==> src/rtl/muldiv_pkg.sv <==
// Shared encodings for the iterative multiply/divide unit: op codes in RISC-V
// funct3 order, FSM state constants and width helpers.
package muldiv_pkg;

   localparam logic [2:0] OP_MUL    = 3'd0;
   localparam logic [2:0] OP_MULH   = 3'd1;
   localparam logic [2:0] OP_MULHSU = 3'd2;
   localparam logic [2:0] OP_MULHU  = 3'd3;
   localparam logic [2:0] OP_DIV    = 3'd4;
   localparam logic [2:0] OP_DIVU   = 3'd5;
   localparam logic [2:0] OP_REM    = 3'd6;
   localparam logic [2:0] OP_REMU   = 3'd7;

   localparam logic [2:0] ST_IDLE = 3'd0;
   localparam logic [2:0] ST_MUL  = 3'd1;
   localparam logic [2:0] ST_DIV  = 3'd2;
   localparam logic [2:0] ST_FIX  = 3'd3;
   localparam logic [2:0] ST_RESP = 3'd4;

   // CNT_W for a given operand width: enough bits to hold the value xlen.
   function automatic int cnt_w(input int xlen);
      return $clog2(xlen + 1);
   endfunction

endpackage

==> src/rtl/muldiv_div_core.sv <==
// Unsigned restoring divider: one quotient bit per cycle, MSB first, XLEN cycles
// after start. done is high during the cycle that produces the last bit.
module muldiv_div_core
   import muldiv_pkg::*;
#(
   parameter int XLEN = 32
) (
   input  logic            clk,
   input  logic            rst_n,
   input  logic            start,
   input  logic            abort,
   input  logic [XLEN-1:0] dividend,
   input  logic [XLEN-1:0] divisor,
   output logic [XLEN-1:0] quotient,
   output logic [XLEN-1:0] remainder,
   output logic            done
);

   localparam int CNT_W = cnt_w(XLEN);

   logic [XLEN:0]   rem_q, rem_d;
   logic [XLEN-1:0] quo_q, quo_d;
   logic [XLEN-1:0] dvs_q, dvs_d;
   logic [CNT_W-1:0] cnt_q, cnt_d;
   logic            run_q, run_d;
   logic [XLEN+1:0] shifted;
   logic [XLEN+1:0] diff;

   always_comb begin
      rem_d   = rem_q;
      quo_d   = quo_q;
      dvs_d   = dvs_q;
      cnt_d   = cnt_q;
      run_d   = run_q;
      // Quotient register doubles as the dividend shift register.
      shifted = {rem_q, quo_q[XLEN-1]};
      diff    = shifted - {2'b00, dvs_q};
      if (abort) begin
         run_d = 1'b0;
      end else if (start) begin
         rem_d = '0;
         quo_d = dividend;
         dvs_d = divisor;
         cnt_d = CNT_W'(XLEN);
         run_d = 1'b1;
      end else if (run_q) begin
         if (!diff[XLEN+1]) begin
            rem_d = diff[XLEN:0];
            quo_d = {quo_q[XLEN-2:0], 1'b1};
         end else begin
            rem_d = shifted[XLEN:0];
            quo_d = {quo_q[XLEN-2:0], 1'b0};
         end
         cnt_d = cnt_q - CNT_W'(1);
         if (cnt_q == CNT_W'(1)) run_d = 1'b0;
      end
   end

   always_ff @(posedge clk or negedge rst_n) begin
      if (!rst_n) begin
         rem_q <= '0;
         quo_q <= '0;
         dvs_q <= '0;
         cnt_q <= '0;
         run_q <= 1'b0;
      end else begin
         rem_q <= rem_d;
         quo_q <= quo_d;
         dvs_q <= dvs_d;
         cnt_q <= cnt_d;
         run_q <= run_d;
      end
   end

   assign quotient  = quo_q;
   assign remainder = rem_q[XLEN-1:0];
   assign done      = run_q && (cnt_q == CNT_W'(1));

endmodule

==> src/rtl/muldiv_iter_unit.sv <==
// Per-hart multiply/divide unit: pipelined-latency multiplier, iterative divider,
// valid/ready on request and response, and per-hart flush of the in-flight op.
module muldiv_iter_unit
   import muldiv_pkg::*;
#(
   parameter int XLEN        = 32,
   parameter int HART_ID_W   = 2,
   parameter int REG_ADDR_W  = 5,
   parameter int MUL_LATENCY = 4
) (
   input  logic                  clk,
   input  logic                  rst_n,
   input  logic                  req_valid,
   output logic                  req_ready,
   input  logic [2:0]            req_op,
   input  logic [XLEN-1:0]       req_a,
   input  logic [XLEN-1:0]       req_b,
   input  logic [HART_ID_W-1:0]  req_hart_id,
   input  logic [REG_ADDR_W-1:0] req_rd,
   input  logic                  flush_valid,
   input  logic [HART_ID_W-1:0]  flush_hart_id,
   output logic                  rsp_valid,
   input  logic                  rsp_ready,
   output logic [XLEN-1:0]       rsp_result,
   output logic [HART_ID_W-1:0]  rsp_hart_id,
   output logic [REG_ADDR_W-1:0] rsp_rd,
   output logic                  busy
);

   localparam logic [XLEN-1:0] SIGN_MIN = {1'b1, {(XLEN-1){1'b0}}};
   localparam logic [XLEN-1:0] ALL_ONES = '1;
   localparam int MCNT_W = $clog2(MUL_LATENCY + 1);

   logic [2:0]            state_q, state_d;
   logic [2:0]            op_q, op_d;
   logic [HART_ID_W-1:0]  hart_q, hart_d;
   logic [REG_ADDR_W-1:0] rd_q, rd_d;
   logic [MCNT_W-1:0]     cnt_q, cnt_d;
   logic [2*XLEN-1:0]     prod_q, prod_d;
   logic                  qneg_q, qneg_d, rneg_q, rneg_d;
   logic [XLEN-1:0]       result_q, result_d;

   logic                  accept, flush_hit, div_start, div_done;
   logic                  a_sx, b_sx, is_sgn_div, a_neg, b_neg;
   logic signed [2*XLEN-1:0] a_w, b_w, prod_full;
   logic [XLEN-1:0]       mag_a, mag_b, div_quo, div_rem;

   function automatic logic [XLEN-1:0] mul_sel(input logic [2:0] op,
                                               input logic [2*XLEN-1:0] prod);
      return (op == OP_MUL) ? prod[XLEN-1:0] : prod[2*XLEN-1:XLEN];
   endfunction

   // Operands are widened to 2*XLEN so the low half of one multiply covers all four ops.
   always_comb begin
      a_sx       = (req_op == OP_MULH || req_op == OP_MULHSU) && req_a[XLEN-1];
      b_sx       = (req_op == OP_MULH) && req_b[XLEN-1];
      a_w        = {{XLEN{a_sx}}, req_a};
      b_w        = {{XLEN{b_sx}}, req_b};
      prod_full  = a_w * b_w;
      is_sgn_div = !req_op[0];
      a_neg      = is_sgn_div && req_a[XLEN-1];
      b_neg      = is_sgn_div && req_b[XLEN-1];
      mag_a      = a_neg ? -req_a : req_a;
      mag_b      = b_neg ? -req_b : req_b;
   end

   assign accept    = req_valid && (state_q == ST_IDLE) &&
                      !(flush_valid && flush_hart_id == req_hart_id);
   assign flush_hit = flush_valid && (flush_hart_id == hart_q);

   always_comb begin
      state_d   = state_q;
      op_d      = op_q;
      hart_d    = hart_q;
      rd_d      = rd_q;
      cnt_d     = cnt_q;
      prod_d    = prod_q;
      qneg_d    = qneg_q;
      rneg_d    = rneg_q;
      result_d  = result_q;
      div_start = 1'b0;
      case (state_q)
         ST_IDLE: if (accept) begin
            op_d   = req_op;
            hart_d = req_hart_id;
            rd_d   = req_rd;
            if (!req_op[2]) begin
               prod_d = prod_full;
               if (MUL_LATENCY == 1) begin
                  result_d = mul_sel(req_op, prod_full);
                  state_d  = ST_RESP;
               end else begin
                  cnt_d   = MCNT_W'(MUL_LATENCY - 1);
                  state_d = ST_MUL;
               end
            end else if (req_b == '0) begin
               result_d = req_op[1] ? req_a : ALL_ONES;
               state_d  = ST_RESP;
            end else if (is_sgn_div && req_a == SIGN_MIN && req_b == ALL_ONES) begin
               result_d = req_op[1] ? '0 : req_a;
               state_d  = ST_RESP;
            end else begin
               qneg_d    = a_neg ^ b_neg;
               rneg_d    = a_neg;
               div_start = 1'b1;
               state_d   = ST_DIV;
            end
         end
         ST_MUL: if (flush_hit) begin
            state_d = ST_IDLE;
         end else if (cnt_q == MCNT_W'(1)) begin
            result_d = mul_sel(op_q, prod_q);
            state_d  = ST_RESP;
         end else begin
            cnt_d = cnt_q - MCNT_W'(1);
         end
         ST_DIV: if (flush_hit) state_d = ST_IDLE;
                 else if (div_done) state_d = ST_FIX;
         ST_FIX: if (flush_hit) begin
            state_d = ST_IDLE;
         end else begin
            if (op_q[1]) result_d = rneg_q ? -div_rem : div_rem;
            else         result_d = qneg_q ? -div_quo : div_quo;
            state_d = ST_RESP;
         end
         // A completing handshake and a matching flush both just retire the op.
         ST_RESP: if (rsp_ready || flush_hit) state_d = ST_IDLE;
         default: state_d = ST_IDLE;
      endcase
   end

   always_ff @(posedge clk or negedge rst_n) begin
      if (!rst_n) begin
         state_q  <= ST_IDLE;
         op_q     <= '0;
         hart_q   <= '0;
         rd_q     <= '0;
         cnt_q    <= '0;
         prod_q   <= '0;
         qneg_q   <= 1'b0;
         rneg_q   <= 1'b0;
         result_q <= '0;
      end else begin
         state_q  <= state_d;
         op_q     <= op_d;
         hart_q   <= hart_d;
         rd_q     <= rd_d;
         cnt_q    <= cnt_d;
         prod_q   <= prod_d;
         qneg_q   <= qneg_d;
         rneg_q   <= rneg_d;
         result_q <= result_d;
      end
   end

   muldiv_div_core #(.XLEN(XLEN)) u_div (
      .clk       (clk),
      .rst_n     (rst_n),
      .start     (div_start),
      .abort     (flush_hit && state_q != ST_IDLE),
      .dividend  (mag_a),
      .divisor   (mag_b),
      .quotient  (div_quo),
      .remainder (div_rem),
      .done      (div_done)
   );

   assign req_ready   = (state_q == ST_IDLE);
   assign busy        = (state_q != ST_IDLE);
   assign rsp_valid   = (state_q == ST_RESP);
   assign rsp_result  = result_q;
   assign rsp_hart_id = hart_q;
   assign rsp_rd      = rd_q;

endmodule

==> config.mk <==
export PLATFORM = sky130hd
export DESIGN_NAME = muldiv_iter_unit
export DESIGN_NICKNAME = d
export VERILOG_FILES = /design/src/rtl/muldiv_pkg.sv /design/src/rtl/muldiv_div_core.sv /design/src/rtl/muldiv_iter_unit.sv
export SDC_FILE = /design/constraint.sdc
export NUM_CORES = 2
export LEC_CHECK = 0
export ABC_AREA = 0
export BUFFER_PORTS_ARGS = -buffer_cell sky130_fd_sc_hd__clkbuf_2
export CAP_MARGIN = 20
export CORE_MARGIN = 5
export CORE_UTILIZATION = 66
export CTS_CLUSTER_SIZE = 40
export DETAILED_ROUTE_END_ITERATION = 12
export PLACE_DENSITY = 0.83
export REMOVE_ABC_BUFFERS = 1
export SLEW_MARGIN = 20
export SYNTH_ARGS = -nofsm -noshare
export SYNTH_HDL_FRONTEND = slang
export SYNTH_SLANG_ARGS = --single-unit
==> constraint.sdc <==
create_clock -name clk -period 5.05 [get_ports clk]
set_input_delay 1.01 -clock clk [delete_from_list [all_inputs] [get_ports clk]]
set_output_delay 1.01 -clock clk [all_outputs]
set_load 0.005 [all_outputs]
# Word-level counts from Yosys, hierarchy flattened
# Cells that the tools add are included.
word_totals:
  regBits: 218
  out_inout_bits: 42
classes:
  add_sub_neg: 7
  multipliers: 1
  eq_ne: 23
  muxes: 49
  n_bitwise: 5
  n_reduce_logical: 31
op_table:
  columns: ["operator", "count"]
  rows:
  - ["$mux W32", 17]
  - ["$neg A32 Y32", 4]
  - ["$mux W33", 3]
  - ["$pmux W32 S3", 1]
  - ["$eq A32 B32 Y1 const B", 2]
  - ["$mul A33 B33 Y64", 1]
  - ["$mux W3", 14]
  - ["$sub A34 B32 Y34", 1]
  - ["$logic_not A32 Y1", 1]
  - ["$pmux W3 S5", 1]
  - ["$logic_and A1 B1 Y1", 12]
  - ["$mux W6", 2]
  - ["$mux W1", 10]
  - ["$ne A2 B2 Y1 const B", 5]
  - ["$reduce_and A5 Y1", 2]
  - ["$eq A3 B1 Y1 const B", 3]
  - ["$eq A3 B2 Y1 const B", 3]
  - ["$reduce_and A7 Y1", 1]
  - ["$eq A6 B1 Y1 const B", 1]
  - ["$logic_not A3 Y1", 2]
  - ["$ne A2 B1 Y1 const B", 3]
  - ["$ne A3 B3 Y1 const B", 2]
  - ["$pmux W3 S2", 1]
  - ["$reduce_and A2 Y1", 3]
  - ["other kinds (13)", 21]

# Depth between registers and ports, before layout
depth:
  ltp_word: 10
  mapped_depth: 32

# Cells and area by module
# From an unflattened synthesis, not the netlist that was laid out.
unflattened:
  hier_cells: 6060
  area_unflattened_um2: 53406.2
by_module_without_submodules:
  columns: ["mod", "n_inst", "cells_per_inst", "area_each_um2", "seq_area_each_um2"]
  rows:
  - ["muldiv_iter_unit", 1, 5289, 46714.8, 2852.7]
  - ["muldiv_div_core", 1, 771, 6691.4, 2602.5]

# Least setup slack after synthesis
# Ideal clock, no wire load.
synth_timing:
  kind: "input-to-reg"
  startpoint: "input port req_op[0]"
  endpoint: "register prod_q[59]"
  t_arrival_ps: 8933
  t_required_ps: 4917
  path_slack_ps: -4017
  stages: 30
  path_cell_list: "clkbuf_1 xnor2_1 nor3b_1 clkbuf_1 nand2_1 fa_1 fa_1 inv_1 fa_1 inv_1 fa_1 inv_1 fa_1 fa_1 fa_1 inv_1 fa_1 inv_1 ha_1 clkbuf_1 and4_1 nand2_1 nor2_1 a211oi_1 o21ai_0 a21oi_1 o21ai_1 a21oi_1 xor2_1 o21ai_0"
synth_via:
  elab_chain_len: 4
  word_cells_on_any_way: 6
synth_lines:
  columns: ["item", "line", "text"]
  rows:
  - ["from (decl)", "muldiv_iter_unit.sv:15", "input logic [2:0] req_op,"]
  - ["$eq A3 B1 Y1 or $eq A3 B2 Y1 (tied branches)", "muldiv_iter_unit.sv:55, muldiv_iter_unit.sv:56", null]
  - ["$logic_or A1 B1 Y1", "muldiv_iter_unit.sv:55", "a_sx = (req_op == OP_MULH || req_op == OP_MULHSU) && req_a[XLEN-1];"]
  - ["$logic_and A1 B1 Y1", "muldiv_iter_unit.sv:55", null]
  - ["$mul A33 B33 Y64 *", "muldiv_iter_unit.sv:59", "prod_full = a_w * b_w;"]
  - ["to (signal assigned)", "muldiv_iter_unit.sv:149", "prod_q <= prod_d;"]
  - ["to (decl)", "muldiv_iter_unit.sv:39", "logic [2*XLEN-1:0] prod_q, prod_d;"]
# Mark *: on every way between the ends. The rest lies on a longest branch, timed or not.
# A chain may end at the register's enable or synchronous reset.

# Final worst setup path
layout_timing:
  startpoint: "input port req_op[1]"
  endpoint: "register prod_q[59]"
# The elaborated chain is that of the path after synthesis.

==> Flow_metrics.wiki <==
{| class="wikitable"
! Metric !! Value
|-
| Max-cap check violation count || 0
|-
| Type of the tightest min-delay check || reg2reg
|-
| Startpoint of the lowest-slack register-to-register path || u_div.dvs_q[1]$_DFFE_PN0P_
|-
| CTS sink count || 218
|-
| Detailed-route wire length per cell || 26.2 um
|-
| Worst-path fanout max || 6
|-
| Critical path capture point type || register
|-
| Worst hold path cell count || 2
|-
| Hold-critical path endpoint || prod_q[5]$_DFFE_PN0P_
|-
| Skew-Pair Late Insertion Delay || 0.57 ns
|-
| TritonCTS clock tree || built
|-
| Cell count after synthesis || 6067
|-
| Worst hold path startpoint || prod_q[5]$_DFFE_PN0P_
|-
| Number of DRC violations after detailed-routing iteration 0 || 6592
|-
| Total number of vias || 48600
|-
| GRT Residual Overflow || 0
|-
| Height of the die || 293 um
|-
| Final WL || 200000 um
|-
| Register-to-register setup slack || 0.80 ns
|-
| CTS clock-pin slew for the worst setup and hold paths || 0.06 ns
|-
| Root cell of the clock tree || sky130_fd_sc_hd__clkbuf_16
|-
| H-tree lvl count || 1
|-
| Count of nets left with antenna violations after detail routing || 0
|-
| Arrival time worst endpoint || 8.99 ns
|-
| Total CTS buffers || 25
|-
| Setup violation total in the final timing report || 57
|-
| Number of endpoints with negative hold slack in the final report || 0
|-
| Cell type contributing the most total cell area after synthesis || sky130_fd_sc_hd__fa_1
|-
| Async set-reset flop share out of synthesis || 100%
|-
| Overall Global Routing Usage || 42.5%
|-
| Initial core utilization || 66.7%
|-
| Netlist Area Pre-Place || 52800 um2
|-
| Number of antenna violations at the first check in global routing || 13
|-
| Clock buffer depth || 3
|-
| Top post-synthesis cells by area || sky130_fd_sc_hd__fa_1 43%, sky130_fd_sc_hd__dfrtp_1 10%, sky130_fd_sc_hd__inv_1 8.8%
|-
| Worst slew slack as a fraction of its limit || 22.9%
|-
| Worst Max-Slew Pin Slew || 1.15 ns
|-
| Count of cell types in the netlist || 74
|-
| Global placement routability congestion || 1.01
|-
| EDFF count, synth || 0
|-
| Global-route wire length before repair || 283000 um
|-
| Die Wd || 293 um
|-
| Number of input and output port buffers inserted || 122
|-
| Count of standard-cell rows || 103
|-
| Fraction of synthesized cell area taken by the top area cell type || 42.7%
|-
| Clock skew || 0.0165 ns
|-
| Area of the core || 79100 um2
|-
| Type of the worst setup path || in2reg
|-
| Number of cell instances on the worst register-to-register path || 14
|-
| Critical path's slowest cell || sky130_fd_sc_hd__fa_1
|-
| Final number of max-transition violations || 0
|-
| Total number of yosys warnings || 0
|-
| Crit-path max cell delay || 0.71 ns
|-
| Final critical-path setup slack || -3.52 ns
|-
| Unrepaired setup endpoints after global routing || yes
|-
| Number of DRC violations after detailed routing || 6
|-
| Timing-limited maximum frequency || 0.117 GHz
|-
| Minimum clock period || 8.57 ns
|-
| Result of the run || complete, but fails checks
|-
| Data required time at the worst endpoint || 5.47 ns
|-
| Total of hold buffers inserted after clock tree synthesis || 0
|-
| FF+latch count, synth || 218
|-
| Share of cells above drive strength 1 || 20.0%
|-
| CP most frequent cell || sky130_fd_sc_hd__fa_1
|-
| DR vias/cell || 6.38
|-
| Number of ports placed on the die boundary || 123
|-
| Pin count of the biggest net entering global routing || 113
|-
| Synthesized area per cell || 8.69 um2
|-
| P&R area growth vs syn || 20.2%
|-
| Vias in the first global route || 51100
|-
| Primary FF master, synth || sky130_fd_sc_hd__dfrtp_1
|-
| Total Negative Setup Slacks || -146.85 ns
|-
| Register area share after synthesis || 10.3%
|-
| Failing checks || design-rule violations, negative setup slack
|-
| Reg-to-reg critical path endpoint || u_div.rem_q[20]$_DFFE_PN0P_
|-
| Nets || 8003
|-
| Hpwl dp || 136000 um
|-
| Crit share post-route || 170%
|-
| Die Area || 85700 um2
|-
| Kind of start point of the critical path || primary input
|-
| First-pass iteration count of the detailed router || 13
|}
==> cell usage after synthesis, types with 11 or more instances <==
cell type	n
sky130_fd_sc_hd__or4_1	15
sky130_fd_sc_hd__a21oi_1	178
sky130_fd_sc_hd__and3_1	15
sky130_fd_sc_hd__o21ai_0	204
sky130_fd_sc_hd__nand4_1	24
sky130_fd_sc_hd__xnor2_1	124
sky130_fd_sc_hd__nor2b_1	16
sky130_fd_sc_hd__a21o_1	39
sky130_fd_sc_hd__a31oi_1	34
sky130_fd_sc_hd__maj3_1	11
sky130_fd_sc_hd__nor3_1	46
sky130_fd_sc_hd__o41ai_1	16
sky130_fd_sc_hd__fa_1	1126
sky130_fd_sc_hd__inv_1	1230
sky130_fd_sc_hd__ha_1	253
sky130_fd_sc_hd__and2_1	326
sky130_fd_sc_hd__o31ai_1	40
sky130_fd_sc_hd__dfrtp_1	218
sky130_fd_sc_hd__o21a_1	15
sky130_fd_sc_hd__nand2_1	1043
sky130_fd_sc_hd__buf_1	66
sky130_fd_sc_hd__clkbuf_1	308
sky130_fd_sc_hd__nand2b_1	26
sky130_fd_sc_hd__nor2_1	236
sky130_fd_sc_hd__o21ai_1	16
sky130_fd_sc_hd__mux2i_1	76
sky130_fd_sc_hd__a211oi_1	49
sky130_fd_sc_hd__or3_1	17
sky130_fd_sc_hd__nand3_1	31
sky130_fd_sc_hd__o211ai_1	31
sky130_fd_sc_hd__xor2_1	106
sky130_fd_sc_hd__o21bai_1	13
==> stage by stage <==
step / hold slack (ns) / instance area [um2] / util, % / worst slack, ns / cells
4_1_cts: 0.479 / 61900 / 78.2 / -2.96 / 7572
3_5_place_dp: 0.464 / 58500 / 73.9 / -4.50 / 7465
5_1_grt: 0.486 / 63400 / 80.1 / -3.63 / 7615
6_report: 0.481 / 63400 / 80.2 / -3.52 / 7623
2_1_floorplan: 0.430 / 51300 / - / -5.03 / 5682
3_3_place_gp: 0.457 / 58500 / 73.9 / -4.32 / 7465
==> critical path: cells and delay by family <==
family,cells,cell delay (ns)
adder cells (fa/ha/maj),9,4.66
AND/OR/NAND/NOR,3,0.41
buffers and inverters,8,1.23
AO/OA/AOI/OAI,8,1.33
XOR/XNOR,2,0.33
==> routing by layer <==
layer | GRT usage, % | part of all wire (%) | wire [um] | vias to the layer above
li1 | - | - | - | 19200
met1 | 51.0 | 31 | 62400 | 23700
met2 | 67.7 | 44 | 87900 | 4082
met3 | 10.9 | 13 | 26700 | 1640
met4 | 29.4 | 11 | 22900 | 2
met5 | 0 | 0.0055 | 11 | -
==> cells in the final DEF (no fill, tap or decap), types with 17 or more instances in the layout <==
cell type,netlist,layout
sky130_fd_sc_hd__fa_2,0,50
sky130_fd_sc_hd__dfrtp_1,218,218
sky130_fd_sc_hd__fa_1,1126,1076
sky130_fd_sc_hd__clkbuf_16,0,27
sky130_fd_sc_hd__nand4_1,24,24
sky130_fd_sc_hd__a21o_1,39,37
sky130_fd_sc_hd__o31ai_1,40,27
sky130_fd_sc_hd__nand2_1,1043,1020
sky130_fd_sc_hd__mux2i_1,76,76
sky130_fd_sc_hd__clkbuf_2,0,90
sky130_fd_sc_hd__ha_4,0,65
sky130_fd_sc_hd__a21oi_2,0,27
sky130_fd_sc_hd__or3_1,17,17
sky130_fd_sc_hd__a211oi_1,49,42
sky130_fd_sc_hd__and2_1,326,307
sky130_fd_sc_hd__xnor2_1,124,103
sky130_fd_sc_hd__xor2_1,106,99
sky130_fd_sc_hd__a21oi_1,178,138
sky130_fd_sc_hd__nor3_1,46,39
sky130_fd_sc_hd__a31oi_1,34,26
sky130_fd_sc_hd__inv_2,1,76
sky130_fd_sc_hd__o21ai_0,204,140
sky130_fd_sc_hd__nand2b_1,26,24
sky130_fd_sc_hd__nand2_2,0,19
sky130_fd_sc_hd__buf_12,0,54
sky130_fd_sc_hd__nor2_1,236,224
sky130_fd_sc_hd__o211ai_1,31,31
sky130_fd_sc_hd__o21ai_1,16,56
sky130_fd_sc_hd__ha_1,253,183
sky130_fd_sc_hd__buf_4,2,540
sky130_fd_sc_hd__and2_4,0,18
sky130_fd_sc_hd__nand3_1,31,27
sky130_fd_sc_hd__buf_6,1,110
sky130_fd_sc_hd__inv_1,1230,1152
==> cell type report <==
cell class | count | area (um2)
multi-input combinational | 4231 | 43800
fill | 4575 | 15700
timing repair buffer | 834 | 7340
sequential | 218 | 5460
inverter | 1233 | 4640
tap | 1050 | 1310
clock buffer | 32 | 692
clock inverter | 14 | 175
antenna | 11 | 27.5
==> what timing repair did <==
| action | CTS | global route |
|---|---|---|
| cloned | 3 | 0 |
| setup buffers | 67 | 55 |
| gates resized for setup | 470 | 285 |
| pin swaps | 249 | 219 |
| setup endpoints to repair | 57 | 57 |
==> cell families (layout without fill, tap and decap cells) <==
| group | count (synthesis) | after routing | synth area share (%) |
|---|---|---|---|
| AOI/OAI and AO/OA | 696 | 696 | 8.16 |
| and+or+nand+nor | 1834 | 1834 | 15.6 |
| buffers and inverters | 1618 | 2113 | 11.6 |
| adders and majority gates | 1390 | 1390 | 48.9 |
| xor gates and xnor gates | 231 | 231 | 3.85 |
| DFF | 218 | 218 | 10.3 |
| other | 0 | 11 | 0 |
| muxes | 80 | 80 | 1.53 |
==> registers in the layout (all words and copies together), names as in the netlist, 2 cells and up <==
| register | cells |
|---|---|
| cnt_q | 3 |
| op_q | 3 |
| prod_q | 64 |
| rsp_hart_id | 2 |
| rsp_rd | 5 |
| rsp_result | 32 |
| state_q | 3 |
| u_div.cnt_q | 6 |
| u_div.dvs_q | 32 |
| u_div.quotient | 32 |
| u_div.rem_q | 33 |
==> how the worst max path moves through the flow <==
stage	from	endpoint	slack (ns)
floorplan	req_op[1]	prod_q[59]$_DFFE_PN0P_	-5.03
global placement	req_op[1]	prod_q[62]$_DFFE_PN0P_	-4.32
detailed placement	req_op[1]	prod_q[57]$_DFFE_PN0P_	-4.50
CTS	req_op[1]	prod_q[56]$_DFFE_PN0P_	-2.96
global route	req_op[1]	prod_q[63]$_DFFE_PN0P_	-3.63
finish	req_op[1]	prod_q[59]$_DFFE_PN0P_	-3.52
Power is left out: the tool's default activity adds up to more than one toggle a clock period on the data nets, which glitch-free logic cannot reach.
